==> config.mk <==
export PLATFORM = sky130hd
export DESIGN_NAME = pixel_write_sink
export DESIGN_NICKNAME = d
export VERILOG_FILES = /design/src/rtl/pixel_pkg.sv /design/src/rtl/pixel_fifo.sv /design/src/rtl/pixel_write_sink.sv
export SDC_FILE = /design/constraint.sdc
export NUM_CORES = 1
export LEC_CHECK = 0
export ABC_AREA = 0
export BUFFER_PORTS_ARGS = -buffer_cell sky130_fd_sc_hd__buf_4
export CORE_AREA = 2 2 101 123
export CTS_CLUSTER_SIZE = 20
export DETAILED_ROUTE_END_ITERATION = 12
export DIE_AREA = 0 0 103 125
export PLACE_DENSITY = 0.75
export SKIP_LAST_GASP = 1
export SLEW_MARGIN = 20
export SYNTH_ARGS = -nofsm -noshare
export SYNTH_HDL_FRONTEND = slang
export SYNTH_HIERARCHICAL = 1
export SYNTH_SLANG_ARGS = --single-unit
==> constraint.sdc <==
create_clock -name clk -period 6.2 [get_ports clk]
set_input_delay 1.55 -clock clk [delete_from_list [all_inputs] [get_ports clk]]
set_output_delay 1.55 -clock clk [all_outputs]
set_load 0.02 [all_outputs]
==> src/rtl/pixel_pkg.sv <==
// rtl/pixel_pkg.sv - shared screen constants, plot request struct, sink state encoding
package pixel_pkg;

  localparam int SCREEN_W  = 160;
  localparam int SCREEN_H  = 120;
  localparam int FB_DEPTH  = SCREEN_W * SCREEN_H;
  localparam int FB_ADDR_W = 15;
  localparam int COLOR_W   = 3;

  typedef struct packed {
    logic [7:0]         x;
    logic [6:0]         y;
    logic [COLOR_W-1:0] color;
  } pixel_req_t;

  typedef enum logic [1:0] {RUN, DRAIN, CLEAR} sink_state_t;

  // Linear framebuffer address y*160+x, built from shifts so no multiplier is needed.
  function automatic logic [FB_ADDR_W-1:0] pixel_addr(input logic [7:0] x, input logic [6:0] y);
    logic [FB_ADDR_W-1:0] yw;
    logic [FB_ADDR_W-1:0] xw;
    yw = {{(FB_ADDR_W-7){1'b0}}, y};
    xw = {{(FB_ADDR_W-8){1'b0}}, x};
    return (yw << 7) + (yw << 5) + xw;
  endfunction

endpackage

==> src/rtl/pixel_fifo.sv <==
// rtl/pixel_fifo.sv - small synchronous FIFO with full/empty flags
module pixel_fifo #(
  parameter int DEPTH = 4,
  parameter int WIDTH = 18
) (
  input  logic             clk,
  input  logic             rst,
  input  logic             push,
  input  logic [WIDTH-1:0] push_data,
  input  logic             pop,
  output logic [WIDTH-1:0] pop_data,
  output logic             full,
  output logic             empty
);

  localparam int AW = $clog2(DEPTH);

  logic [WIDTH-1:0] mem_q [DEPTH];
  logic [WIDTH-1:0] mem_d [DEPTH];
  logic [AW-1:0]    wr_ptr_q, wr_ptr_d;
  logic [AW-1:0]    rd_ptr_q, rd_ptr_d;
  logic [AW:0]      count_q, count_d;
  logic             do_push, do_pop;

  assign full     = (count_q == (AW+1)'(DEPTH));
  assign empty    = (count_q == '0);
  assign do_push  = push && !full;
  assign do_pop   = pop && !empty;
  assign pop_data = mem_q[rd_ptr_q];

  // Next pointers/occupancy; pointers wrap naturally because DEPTH is a power of two.
  always_comb begin
    mem_d    = mem_q;
    wr_ptr_d = wr_ptr_q;
    rd_ptr_d = rd_ptr_q;
    count_d  = count_q;
    if (do_push) begin
      mem_d[wr_ptr_q] = push_data;
      wr_ptr_d        = wr_ptr_q + 1'b1;
    end
    if (do_pop) begin
      rd_ptr_d = rd_ptr_q + 1'b1;
    end
    case ({do_push, do_pop})
      2'b10:   count_d = count_q + 1'b1;
      2'b01:   count_d = count_q - 1'b1;
      default: count_d = count_q;
    endcase
  end

  // Storage and pointer registers.
  always_ff @(posedge clk or posedge rst) begin
    if (rst) begin
      for (int i = 0; i < DEPTH; i++) mem_q[i] <= '0;
      wr_ptr_q <= '0;
      rd_ptr_q <= '0;
      count_q  <= '0;
    end else begin
      mem_q    <= mem_d;
      wr_ptr_q <= wr_ptr_d;
      rd_ptr_q <= rd_ptr_d;
      count_q  <= count_d;
    end
  end

endmodule

==> src/rtl/pixel_write_sink.sv <==
// rtl/pixel_write_sink.sv - plot requests to framebuffer strobes with clear sweep; option PIXEL_WRITE_SINK_TRANSPARENT_EN
module pixel_write_sink
  import pixel_pkg::*;
#(
  parameter int                 FIFO_DEPTH   = 4,
  parameter int                 X_MAX        = SCREEN_W,
  parameter int                 Y_MAX        = SCREEN_H,
  parameter logic [COLOR_W-1:0] TRANSP_COLOR = 3'b101
) (
  input  logic                 clk,
  input  logic                 reset,
  input  logic                 plot_valid,
  output logic                 plot_ready,
  input  logic [7:0]           plot_x,
  input  logic [6:0]           plot_y,
  input  logic [COLOR_W-1:0]   plot_color,
  input  logic                 clear_req,
  input  logic [COLOR_W-1:0]   clear_color,
  output logic                 busy,
  output logic [FB_ADDR_W-1:0] fb_addr,
  output logic [COLOR_W-1:0]   fb_data,
  output logic                 fb_we,
  output logic [7:0]           drop_count
);

  sink_state_t          state_q, state_d;
  logic [COLOR_W-1:0]   clr_color_q, clr_color_d;
  logic [FB_ADDR_W-1:0] sweep_q, sweep_d;
  logic [7:0]           drop_q, drop_d;
  logic [FB_ADDR_W-1:0] fb_addr_q, fb_addr_d;
  logic [COLOR_W-1:0]   fb_data_q, fb_data_d;
  logic                 fb_we_q, fb_we_d;

  pixel_req_t in_req, head_req;
  logic       fifo_full, fifo_empty;
  logic       accept, in_range, push, pop, head_write;

  assign in_req     = '{x: plot_x, y: plot_y, color: plot_color};
  assign plot_ready = !reset && (state_q == RUN) && !fifo_full;
  assign accept     = plot_valid && plot_ready;
  assign in_range   = (plot_x < 8'(X_MAX)) && (plot_y < 7'(Y_MAX));
  assign push       = accept && in_range;
  // No new requests enter during DRAIN/CLEAR, so the FIFO is already empty in CLEAR.
  assign pop        = !fifo_empty && (state_q != CLEAR);

`ifdef PIXEL_WRITE_SINK_TRANSPARENT_EN
  assign head_write = (head_req.color != TRANSP_COLOR);
`else
  logic unused_transp;
  assign unused_transp = ^TRANSP_COLOR;
  assign head_write    = 1'b1;
`endif

  pixel_fifo #(
    .DEPTH (FIFO_DEPTH),
    .WIDTH ($bits(pixel_req_t))
  ) u_fifo (
    .clk       (clk),
    .rst       (reset),
    .push      (push),
    .push_data (in_req),
    .pop       (pop),
    .pop_data  (head_req),
    .full      (fifo_full),
    .empty     (fifo_empty)
  );

  // State sequencing, drop counting and the next framebuffer write (plot or sweep).
  always_comb begin
    state_d     = state_q;
    clr_color_d = clr_color_q;
    sweep_d     = sweep_q;
    drop_d      = drop_q;
    fb_addr_d   = fb_addr_q;
    fb_data_d   = fb_data_q;
    fb_we_d     = 1'b0;

    if (accept && !in_range && (drop_q != 8'hFF)) begin
      drop_d = drop_q + 8'd1;
    end

    case (state_q)
      RUN: begin
        if (clear_req) begin
          clr_color_d = clear_color;
          state_d     = DRAIN;
        end
      end
      DRAIN: begin
        if (fifo_empty && !fb_we_q) begin
          state_d = CLEAR;
          sweep_d = '0;
        end
      end
      CLEAR: begin
        // One extra cycle past the last address keeps plot_ready low until the final sweep write is visible.
        if (sweep_q == FB_ADDR_W'(FB_DEPTH)) begin
          state_d = RUN;
          sweep_d = '0;
        end else begin
          fb_we_d   = 1'b1;
          fb_addr_d = sweep_q;
          fb_data_d = clr_color_q;
          sweep_d   = sweep_q + 1'b1;
        end
      end
      default: state_d = RUN;
    endcase

    if (pop && head_write) begin
      fb_we_d   = 1'b1;
      fb_addr_d = pixel_addr(head_req.x, head_req.y);
      fb_data_d = head_req.color;
    end
  end

  // Control and output registers; reset aborts any sweep in progress.
  always_ff @(posedge clk or posedge reset) begin
    if (reset) begin
      state_q     <= RUN;
      clr_color_q <= '0;
      sweep_q     <= '0;
      drop_q      <= '0;
      fb_addr_q   <= '0;
      fb_data_q   <= '0;
      fb_we_q     <= 1'b0;
    end else begin
      state_q     <= state_d;
      clr_color_q <= clr_color_d;
      sweep_q     <= sweep_d;
      drop_q      <= drop_d;
      fb_addr_q   <= fb_addr_d;
      fb_data_q   <= fb_data_d;
      fb_we_q     <= fb_we_d;
    end
  end

  assign busy       = (state_q != RUN) || !fifo_empty || fb_we_q;
  assign fb_addr    = fb_addr_q;
  assign fb_data    = fb_data_q;
  assign fb_we      = fb_we_q;
  assign drop_count = drop_q;

endmodule

Word-level counts from Yosys, hierarchy flattened

Index checks and enable logic that the tools add are counted.

Muxes and demuxes: 23
Order comparisons: 5
$mul: 0
Reduce and logical (&&, ||, !) cells: 29
Shift operators: 0
Eq/ne operators: 12
Bitwise gates (word level): 2
Div/mod/pow operators: 0
Add/sub/neg operators: 8

Operator list:

| kind                  | count |
|---|---|
| $mux 15               | 5 |
| $bwmux 72             | 1 |
| $mux 18               | 3 |
| $bmux 18 s2           | 1 |
| $demux 18 s2          | 1 |
| $pmux 15 s2           | 1 |
| $add 14x12->15        | 1 |
| $add 15x1->15 const B | 1 |
| $add 15x8->15         | 1 |
| $eq 15x15->1 const B  | 1 |
| $logic_and 1x1->1     | 12 |
| $mux 3                | 3 |
| $add 8x1->8 const B   | 1 |
| $lt 8x8->1 const B    | 1 |
| $ne 2x2->1 const B    | 4 |
| $ne 8x8->1 const B    | 1 |
| $reduce_bool 2->1     | 4 |
| $lt 7x7->1 const B    | 1 |
| $ge 3x3->1 const B    | 2 |
| $mux 2                | 3 |
| $not 2->3             | 2 |
| $pmux 2 s3            | 1 |
| $pmux 3 s2            | 1 |
| $reduce_and 2->1      | 3 |
| other kinds (14)      | 24 |

Bits in writable memories: 0
Output and inout bits: 29
Memories: 0
Bits of input ports: 25
ROM bits: 0
Flip-flop bits (word level): 126
Bits in latches: 0

Depth between registers and ports, before layout

Gate-level depths: netlist (run 1).

Word-level depth: 8
Depth in mapped cells: 13
Mapped depth without buffers: 10

Hierarchy

The synthesis (run 1) kept the hierarchy.

By module, submodules not included:

| module           | cells an instance | sequential area each (um^2) | area an instance (um^2) | times used |
|---|---|---|---|---|
| pixel_fifo       | 211               | 1976.9                      | 3540.9                  | 1 |
| pixel_write_sink | 271               | 1176.1                      | 2671.3                  | 1 |

Least setup slack after synthesis (run 1)

Ideal clock, no wire load.

Path type: input-to-output
Start: input port reset
End: output port plot_ready
Data required time: 4.650 ns
Stages: 1
Arrival: 2.069 ns
Setup slack: 2.581 ns
Path through: nor4_2

Cells in the longest elaborated chain, start to end: 3

Ends and longest elaborated chain:

| element                        | line                   | text |
|---|---|---|
| from (decl)                    | pixel_write_sink.sv:11 | `input logic reset,` |
| $logic_not 1->1 (no line)      | -                      |  |
| $logic_and 1x1->1 (2 in a row) | pixel_write_sink.sv:39 | `assign plot_ready = !reset && (state_q == RUN) && !fifo_full;` |
| to (decl)                      | pixel_write_sink.sv:13 | `output logic plot_ready,` |

Every way passes these cells.

Worst setup path after layout (run 1)

Same ends and word-level chain as after synthesis.

==> results of run 1 <==
[logic make-up (layout without fill, tap and decap cells)]
kind of cell	after synthesis	count (layout)	share of synthesized area
mux	98	98	0.210
buf+inv	39	111	0.0312
fa+ha+maj	24	24	0.0520
compound gates	73	73	0.0816
simple gates	105	105	0.0941
flops	126	126	0.508
xor+xnor	17	17	0.0240
[how the worst min path moves through the flow]
stage | start | end | depth (start not counted) | slack [ns]
finish | fb_addr[6] | fb_addr[6] | 2 | 0.48
floorplan | clr_color_q[0] | fb_data[0] | 2 | 0.47
global route | fb_addr[6] | fb_addr[6] | 2 | 0.51
detailed placement | fb_data[0] | fb_data[0] | 2 | 0.47
global placement | fb_addr[6] | fb_addr[6] | 2 | 0.46
CTS | fb_data[0] | fb_data[0] | 2 | 0.48
[report_power, final]
group / internal, mW / switching, mW
sequential: 1.00 / 0.164
combinational: 0.404 / 0.396
clock: 0.597 / 0.375
[cells in the final DEF (no fill, tap or decap), types with 5 or more instances in the layout]
| master | netlist | layout |
|---|---|---|
| nand4_1 | 7 | 7 |
| nand2_1 | 33 | 33 |
| or3_1 | 6 | 6 |
| buf_4 | 0 | 56 |
| o21a_1 | 5 | 5 |
| a221o_1 | 5 | 5 |
| nor2_1 | 14 | 14 |
| o21ai_0 | 18 | 18 |
| mux4_2 | 18 | 18 |
| dfrtp_1 | 126 | 126 |
| xor2_1 | 6 | 6 |
| nand3_1 | 6 | 6 |
| clkbuf_16 | 0 | 17 |
| nor3_1 | 10 | 10 |
| inv_1 | 22 | 20 |
| mux2_2 | 77 | 77 |
| ha_1 | 21 | 21 |
| a22oi_1 | 8 | 8 |
| xnor2_1 | 11 | 11 |
| clkinv_4 | 0 | 5 |
| a21oi_1 | 12 | 12 |
| and3_1 | 7 | 7 |
[final cells by class]
class,count,area (um2),area share
Inverter,22,82.6,0.0113
Clock inverter,15,164,0.0223
Sequential cell,126,3150,0.430
Clock buffer,17,425,0.0580
Timing Repair Buffer,57,448,0.0610
Multi-Input combinational cell,317,2870,0.390
Tap cell,161,201,0.0274
[flip-flops by register name, summed over array words and instances (netlist names)]
signal	cells
u_fifo/mem_q	72
fb_addr	15
sweep_q	15
drop_count	8
clr_color_q	3
fb_data	3
u_fifo/count_q	3
state_q	2
u_fifo/rd_ptr_q	2
u_fifo/wr_ptr_q	2
fb_we	1
[per-stage QoR]
step	area [um2]	setup WS (ns)	power, mW	cells
2_1_floorplan	6210	2.58	1.72	482
3_5_place_dp	6720	2.38	1.96	682
6_report	7340	2.39	2.94	715
4_1_cts	7310	2.38	2.95	714
5_1_grt	7340	2.19	3.10	715
3_3_place_gp	6720	2.37	1.93	682
[routing by layer]
layer | up-vias | GRT usage
met5 | - | 0
met4 | 0 | 0.0805
met3 | 23 | 0.0514
met2 | 102 | 0.337
met1 | 2120 | 0.289
li1 | 1900 | -
[critical path: stages]
cell and delay [ns]:
buf_4 0.13, nor4_2 0.36, buf_4 0.22
==> results.py, run 1 <==
metrics = {
    "timing": {
        "setup_viol": 0,
        "fin_setup_tns_ns": 0,
        "finalHoldViolCount": 0,
        "worst_slew_pin_slew_ns": 0.963,
        "fin_crit_ns": 3.81,
        "fmax_mhz": 262,
        "fin_hold_ws_ns": 0.479,
        "slew-limit-headroom": 0.357,
        "min_period_over_period": 0.615,
        "timing.final.max_slew_violations": 0,
        "rsz0062_at_grt": "false",
        "clock-skew-final_ns": 0.00621,
    },
    "floorplan": {
        "core-area_um2": 11800,
        "die_h_um": 125,
        "ios": 54,
        "start_util": 0.527,
        "dieArea_um2": 12900,
        "die_x_um": 103,
        "rows": 44,
    },
    "detailed_routing": {
        "viasPerCell": 5.80,
        "dr_wl_met3_um": 527,
        "top_layer": "met4",
        "drtAntennaViolNets": 0,
        "drt-total-wl_mm": 12.9,
        "wl_per_cell_um": 18.1,
        "vias": 4145,
        "firstDrtPassIters": 5,
        "drc": 0,
        "drt-initial-drc-count": 208,
        "met2WireLength_mm": 6.62,
        "wl_met1_mm": 5.55,
    },
    "critical_path": {
        "critical_path.startpoint_type": "input pin",
        "regToRegSetupSlack_ns": 2.40,
        "rr_endpoint": "fb_addr[12]",
        "r2r-start": "u_fifo/rd_ptr_q[0]",
        "crit_path_end_kind": "primary output",
        "crit_fanout": 3,
        "crit_required_ns": 4.65,
        "crit_type": "in -> out",
        "crit_path_end": "plot_ready",
        "setup.worst_path.start": "reset",
        "rr_worst_depth": 10,
        "arrival_ns": 2.26,
    },
    "yosys": {
        "ys_seq_area_frac": 0.508,
        "synth_area_um2": 6210,
        "synth_seq_cells": 126,
        "syn_avg_cell_area_um2": 12.9,
        "synth.area.top_cells": "dfrtp_1 51%, mux2_2 14%, mux4_2 6.5%",
        "ys.flop_type": "dfrtp_1",
        "ys_async_sr_fraction": 1.00,
        "synth_warnings": 6,
        "synth_top_cell_area_share": 0.508,
        "synthesis.nets": 531,
        "synth_commonest_cells": "126 x dfrtp_1, 77 x mux2_2, 33 x nand2_1, 22 x inv_1, 21 x ha_1",
        "synth_cells": 482,
        "synth_most_common_cell": "dfrtp_1",
        "synth_edf_count": 0,
        "yosysTopAreaCell": "dfrtp_1",
        "ys_types": 54,
    },
    "layout": {
        "diodes": 0,
        "area_growth_pct": 18.1,
        "fin_util": 0.623,
        "drive_gt1_frac": 0.354,
        "fillers": 925,
        "finalNetCount": 590,
    },
    "global_route": {
        "track_usage": 0.215,
        "grt_pass1_wl_mm": 21.3,
        "grt_max_degree": 80,
        "antenna_found_initial": 0,
        "grt_pass1_vias": 4262,
        "overflow": 0,
    },
    "clocking": {
        "numCtsBuffers": 17,
        "cts_tree": "done",
        "clk_latency_ns": 0.41,
        "post_cts_buffers": 0,
        "ctsLongestPathBuffers": 2,
        "cts_hold_buf": 0,
        "htree_levels": 4,
        "cts.sinks": 126,
        "cts_root_buf": "clkbuf_16",
        "post_cts_resized": 0,
        "cts.clk_slew.worst_paths_ns": 0.06,
    },
    "status": {
        "outcome": "complete, no violations",
    },
    "placed_design": {
        "io_buffers": 53,
        "dp_hpwl_mm": 8.80,
        "globalplace.congestion": 0.859,
    },
    "power_and_ir_drop": {
        "vdd.ir_drop.worst_v": 0.000217,
        "power.density_nw_per_um2": 400,
        "p_leak_nw": 3.54,
    },
    "min_path": {
        "worst_hold_path_type": "reg -> reg",
    },
    "flow_run": {
        "max_cap_viol_count": 0,
    },
}
(Power assumes the default switching activity.)
==> inputs of run 2 (changes only) <==
- PLACE_DENSITY: 0.75 -> 0.78
- clock period: 6.2 -> 3.3 ns (I/O delays scaled with it)
==> run 2 against run 1 <==
- via count is 0.80% higher
- clock-buffer cell count is 2 higher
- final area is 1.8% higher
- sequential cell count stayed put
- clock power is 86% higher
- sequential power is 84% higher
- first-iteration DRC count is 9.6% higher
- non-clock buffer count is 10 higher
- worst hold slack better by 0.0022 ns
- critical path type is now reg -> reg
- global-route usage is 0.97 points higher
==> results.py, run 2 (same netlist as run 1, synthesis figures left out) <==
metrics = {
    "status": {
        "outcome": "complete, no violations",
    },
    "critical_path": {
        "crit_chain": "buf_12, mux4_2, inv_1, fa_1, inv_1, ha_1, a211oi_1, o21bai_1, a21oi_1, xnor2_1, a211o_1",
        "crit_family": "compound AO/OA/AOI/OAI gates",
        "arrival_ns": 3.34,
        "cp_num_buf_inv": 3,
        "cpPeakStageDelay_ns": 0.55,
        "critical_path.startpoint_type": "flop",
        "cp_slowest_cell": "mux4_2",
        "setup.worst_path.start": "u_fifo/rd_ptr_q[0]",
        "crit_path_end_kind": "flop",
        "crit_required_ns": 3.58,
        "r2r-start": "u_fifo/rd_ptr_q[0]",
        "crit_type": "reg -> reg",
        "crit_top_cell": "inv_1",
        "crit_fanout": 15,
    },
    "floorplan": {
        "ios": 54,
        "die_x_um": 103,
        "core-area_um2": 11800,
        "rows": 44,
        "dieArea_um2": 12900,
        "start_util": 0.527,
        "die_h_um": 125,
    },
    "layout": {
        "fin_area_um2": 7470,
        "area_growth_pct": 20.3,
        "largest_register_ff_count": 72,
        "diodes": 0,
        "top_register": "u_fifo/mem_q",
        "drive_gt1_frac": 0.367,
        "finalNetCount": 600,
        "final_cell_mix": "126 x dfrtp_1, 77 x mux2_2, 61 x buf_4",
        "final_common_cell": "dfrtp_1",
    },
    "timing": {
        "timing.final.max_slew_violations": 0,
        "finalHoldViolCount": 0,
        "setup_viol": 0,
        "fin_setup_tns_ns": 0,
        "rsz0062_at_grt": "false",
        "worst_slew_pin_slew_ns": 0.961,
        "min_period_over_period": 0.926,
        "fin_crit_ns": 3.06,
        "slew-limit-headroom": 0.358,
        "clock-skew-final_ns": 0.0124,
        "fmax_mhz": 327,
    },
    "detailed_routing": {
        "firstDrtPassIters": 4,
        "vias": 4178,
        "drtAntennaViolNets": 0,
        "wl_per_cell_um": 18.4,
        "drt-total-wl_mm": 13.3,
        "drt-initial-drc-count": 228,
        "drc": 0,
        "viasPerCell": 5.76,
    },
    "clocking": {
        "cts_root_buf": "clkbuf_16",
        "clk_latency_ns": 0.41,
        "cts.clk_slew.worst_paths_ns": 0.06,
        "cts.sinks": 126,
        "cts_tree": "done",
        "post_cts_buffers": 0,
        "ctsLongestPathBuffers": 2,
        "cts_hold_buf": 0,
        "numCtsBuffers": 17,
        "htree_levels": 4,
    },
    "min_path": {
        "worst_hold_path_type": "reg -> reg",
        "hp-start": "fb_addr[6]",
    },
    "placed_design": {
        "dp_hpwl_mm": 9.22,
        "io_buffers": 53,
        "dpl_cell_area_um2": 6880,
        "globalplace.congestion": 0.862,
    },
    "global_route": {
        "overflow": 0,
        "track_usage": 0.224,
        "grt_pass1_wl_mm": 22.4,
        "antenna_found_initial": 0,
        "grt_max_degree": 80,
        "grt_pass1_vias": 4549,
    },
    "power_and_ir_drop": {
        "power.density_nw_per_um2": 747,
        "p_leak_nw": 3.59,
        "vdd.ir_drop.worst_v": 0.000396,
    },
    "flow_run": {
        "max_cap_viol_count": 0,
    },
}
run 2: per-stage QoR:
step           hold WS (ns)  instances  worst slack, ns   util  power [mW]
4_1_cts               0.488        725            0.100  0.634        5.62
2_1_floorplan         0.470        482           0.0685      -        3.23
3_3_place_gp          0.464        693            0.251  0.584        3.70
3_5_place_dp          0.469        693            0.121  0.584        3.79
5_1_grt               0.509        725           0.0222  0.634        5.87
6_report              0.481        725            0.243  0.634        5.58
run 2: area by class of cell:
class | count | area [um2]
Fill cell | 900 | 4310
Sequential cell | 126 | 3150
Multi-Input combinational cell | 317 | 2870
Timing Repair Buffer | 67 | 578
Clock buffer | 19 | 443
Tap cell | 161 | 201
Clock inverter | 13 | 143
Inverter | 22 | 82.6
run 2: metal layers:
metal  global-route usage  part of all wire  up-vias
li1                     -                 -     1908
met3               0.0503             0.039       21
met2                0.374              0.52      115
met1                0.288              0.41     2134
met4               0.0766             0.023        0
met5                    0                 0        -
run 2: path summary, 6_finish.rpt:
path | end | slack (ns) | cells after the start
setup / recovery | fb_addr[11] | 0.24 | 11
hold / removal | fb_addr[6] | 0.48 | 2
setup reg to reg | fb_addr[11] | 0.24 | 11
hold reg to reg | fb_addr[6] | 0.48 | 2
max in group asynchronous | fb_addr[11] | 2.02 | 2
min in group asynchronous | u_fifo/count_q[1] | 0.53 | 3
run 2: what timing repair did:
action                                  in CTS  in global routing
endpoints found under the setup margin       0                  2
resized for setup                            0                  2
endpoints found under the hold margin        0                  0
run 2: report_power, final:
group          internal, mW  switching [mW]  total (mW)
Clock                  1.13           0.681        1.81
Sequential             1.88           0.246        2.13
Combinational         0.825           0.817        1.64
Total                  3.84            1.74        5.58
run 2: worst register-to-register path, stage by stage, from the launching register on:
cell	delay, ns
dfrtp_1	0.36
buf_12	0.17
mux4_2	0.55
inv_1	0.10
fa_1	0.41
inv_1	0.11
ha_1	0.25
a211oi_1	0.29
o21bai_1	0.12
a21oi_1	0.19
xnor2_1	0.10
a211o_1	0.29
==> inputs of run 3 (changes only) <==
- CTS_CLUSTER_SIZE: 20 -> default
- PLACE_DENSITY: 0.78 -> 0.75
==> run 3 against run 2 <==
- clock power grew 3%
- routed wire length shrank 0.22%
- via count shrank 0.26%
- die area is the same
- critical path depth shrank 2
- critical path type unchanged
==> results.py, run 3 (same netlist as run 1, synthesis figures left out) <==
metrics = {
    "placed_design": {
        "dpl_cell_area_um2": 6870,
        "io_buffers": 53,
        "dp_hpwl_mm": 9.20,
        "dp.cells": 695,
        "globalplace.congestion": 0.837,
    },
    "critical_path": {
        "setup.worst_path.start": "u_fifo/rd_ptr_q[0]",
        "r2r-start": "u_fifo/rd_ptr_q[0]",
        "critical_path.startpoint_type": "flop",
        "crit_required_ns": 3.58,
        "rr_worst_depth": 9,
        "regToRegSetupSlack_ns": 0.21,
        "arrival_ns": 3.37,
        "crit_fanout": 8,
        "crit_type": "reg -> reg",
        "crit_path_end_kind": "flop",
    },
    "floorplan": {
        "die_x_um": 103,
        "ios": 54,
        "core-area_um2": 11800,
        "start_util": 0.527,
        "die_h_um": 125,
        "dieArea_um2": 12900,
        "rows": 44,
    },
    "layout": {
        "final-instance-count-excl-fill": 728,
        "largest_register_ff_count": 72,
        "fin_area_um2": 7480,
        "final-seq-area_um2": 3150,
        "final_cell_mix": "125 x dfrtp_1, 77 x mux2_2, 66 x buf_4",
        "diodes": 0,
        "multi_input_comb_area_um2": 2870,
        "area_growth_pct": 20.4,
        "drive_gt1_frac": 0.370,
        "final_common_cell": "dfrtp_1",
        "fillers": 913,
        "fin_util": 0.635,
        "top_register": "u_fifo/mem_q",
        "finalNetCount": 603,
    },
    "detailed_routing": {
        "drtAntennaViolNets": 0,
        "firstDrtPassIters": 4,
        "drc": 0,
        "viasPerCell": 5.72,
        "wl_per_cell_um": 18.3,
        "drt-total-wl_mm": 13.3,
        "drt-initial-drc-count": 206,
        "vias": 4167,
    },
    "timing": {
        "fin_crit_ns": 3.09,
        "fmax_mhz": 323,
        "worst_slew_pin_slew_ns": 0.984,
        "setup_viol": 0,
        "clock-skew-final_ns": 0.0101,
        "finalHoldViolCount": 0,
        "min_period_over_period": 0.938,
        "slew-limit-headroom": 0.343,
        "fin_setup_tns_ns": 0,
        "timing.final.max_slew_violations": 0,
    },
    "clocking": {
        "cts_hold_buf": 0,
        "cts.clk_slew.worst_paths_ns": 0.05,
        "cts_tree": "done",
        "ctsLongestPathBuffers": 2,
        "clk_latency_ns": 0.41,
        "numCtsBuffers": 17,
        "cts.sinks": 126,
        "cts_root_buf": "clkbuf_16",
        "htree_levels": 4,
    },
    "power_and_ir_drop": {
        "power.total_mw": 5.63,
        "power.density_nw_per_um2": 752,
        "vdd.ir_drop.worst_v": 0.000339,
        "p_leak_nw": 3.61,
    },
    "flow_run": {
        "max_cap_viol_count": 0,
    },
    "status": {
        "outcome": "complete, no violations",
    },
    "global_route": {
        "grt_pass1_vias": 4378,
        "antenna_found_initial": 0,
        "overflow": 0,
        "track_usage": 0.225,
        "grt_pass1_wl_mm": 22.2,
        "grt_max_degree": 48,
    },
    "min_path": {
        "worst_hold_path_type": "in -> async",
    },
}
## run 3: changes by cell type in the layout (fill, tap and decap cells not counted)
cell / previous run / this run
a211oi_1: 3 / 4
a211oi_2: 1 / 0
a21oi_1: 11 / 12
a21oi_2: 1 / 0
buf_12: 6 / 4
buf_4: 61 / 66
clkbuf_1: 1 / 0
clkbuf_8: 1 / 3
clkinv_4: 4 / 2
clkinvlp_4: 5 / 4
dfrtp_1: 126 / 125
dfrtp_2: 0 / 1
inv_6: 0 / 2
## run 3: critical path: stages (launching register included)
cell	delay, ns
dfrtp_2	0.48
mux4_2	0.56
ha_1	0.31
ha_1	0.25
fa_1	0.43
a211oi_1	0.32
o21bai_1	0.13
a21oi_1	0.22
xor2_1	0.17
o21ai_0	0.09
## run 3: timing repair
| item | in CTS | in global routing |
|---|---|---|
| buffers inserted | 0 | 1 |
| resized for setup | 0 | 1 |
| setup endpoints to repair | 0 | 3 |
## run 3: power by group
| group | total (mW) | internal, mW | switching (mW) |
|---|---|---|---|
| logic | 1.62 | 0.816 | 0.799 |
| registers | 2.15 | 1.88 | 0.262 |
| clock network | 1.87 | 1.17 | 0.693 |
| total | 5.63 | 3.87 | 1.75 |
## run 3: path summary, 6_finish.rpt
kind                                     to
max                             fb_addr[12]
min                        u_fifo/mem_q[24]
max reg2reg                     fb_addr[12]
min reg2reg                      fb_addr[6]
max in group asynchronous    clr_color_q[2]
min in group clk                 fb_addr[6]
## run 3: metal layers
layer | track usage | part of all wire | up-vias
met5 | 0 | 0 | -
met4 | 0.0720 | 0.019 | 0
met3 | 0.0537 | 0.048 | 20
met2 | 0.353 | 0.50 | 118
met1 | 0.310 | 0.44 | 2111
li1 | - | - | 1918
## run 3: final cells by class
class | count | share of cell area
timing repair buffer | 70 | 0.0769
sequential | 126 | 0.422
clock inverter | 12 | 0.0181
tap | 161 | 0.0269
clock buffer | 20 | 0.0624
inverter | 22 | 0.0110
multi-input combinational | 317 | 0.383
## run 3: metrics by stage
stage	hold WS (ns)	setup slack [ns]
final	0.477	0.206
after floorplan	0.470	0.0685
after CTS	0.479	0.0438
after detailed placement	0.469	0.0999
after global routing	0.502	-0.00129
after global placement	0.464	0.140
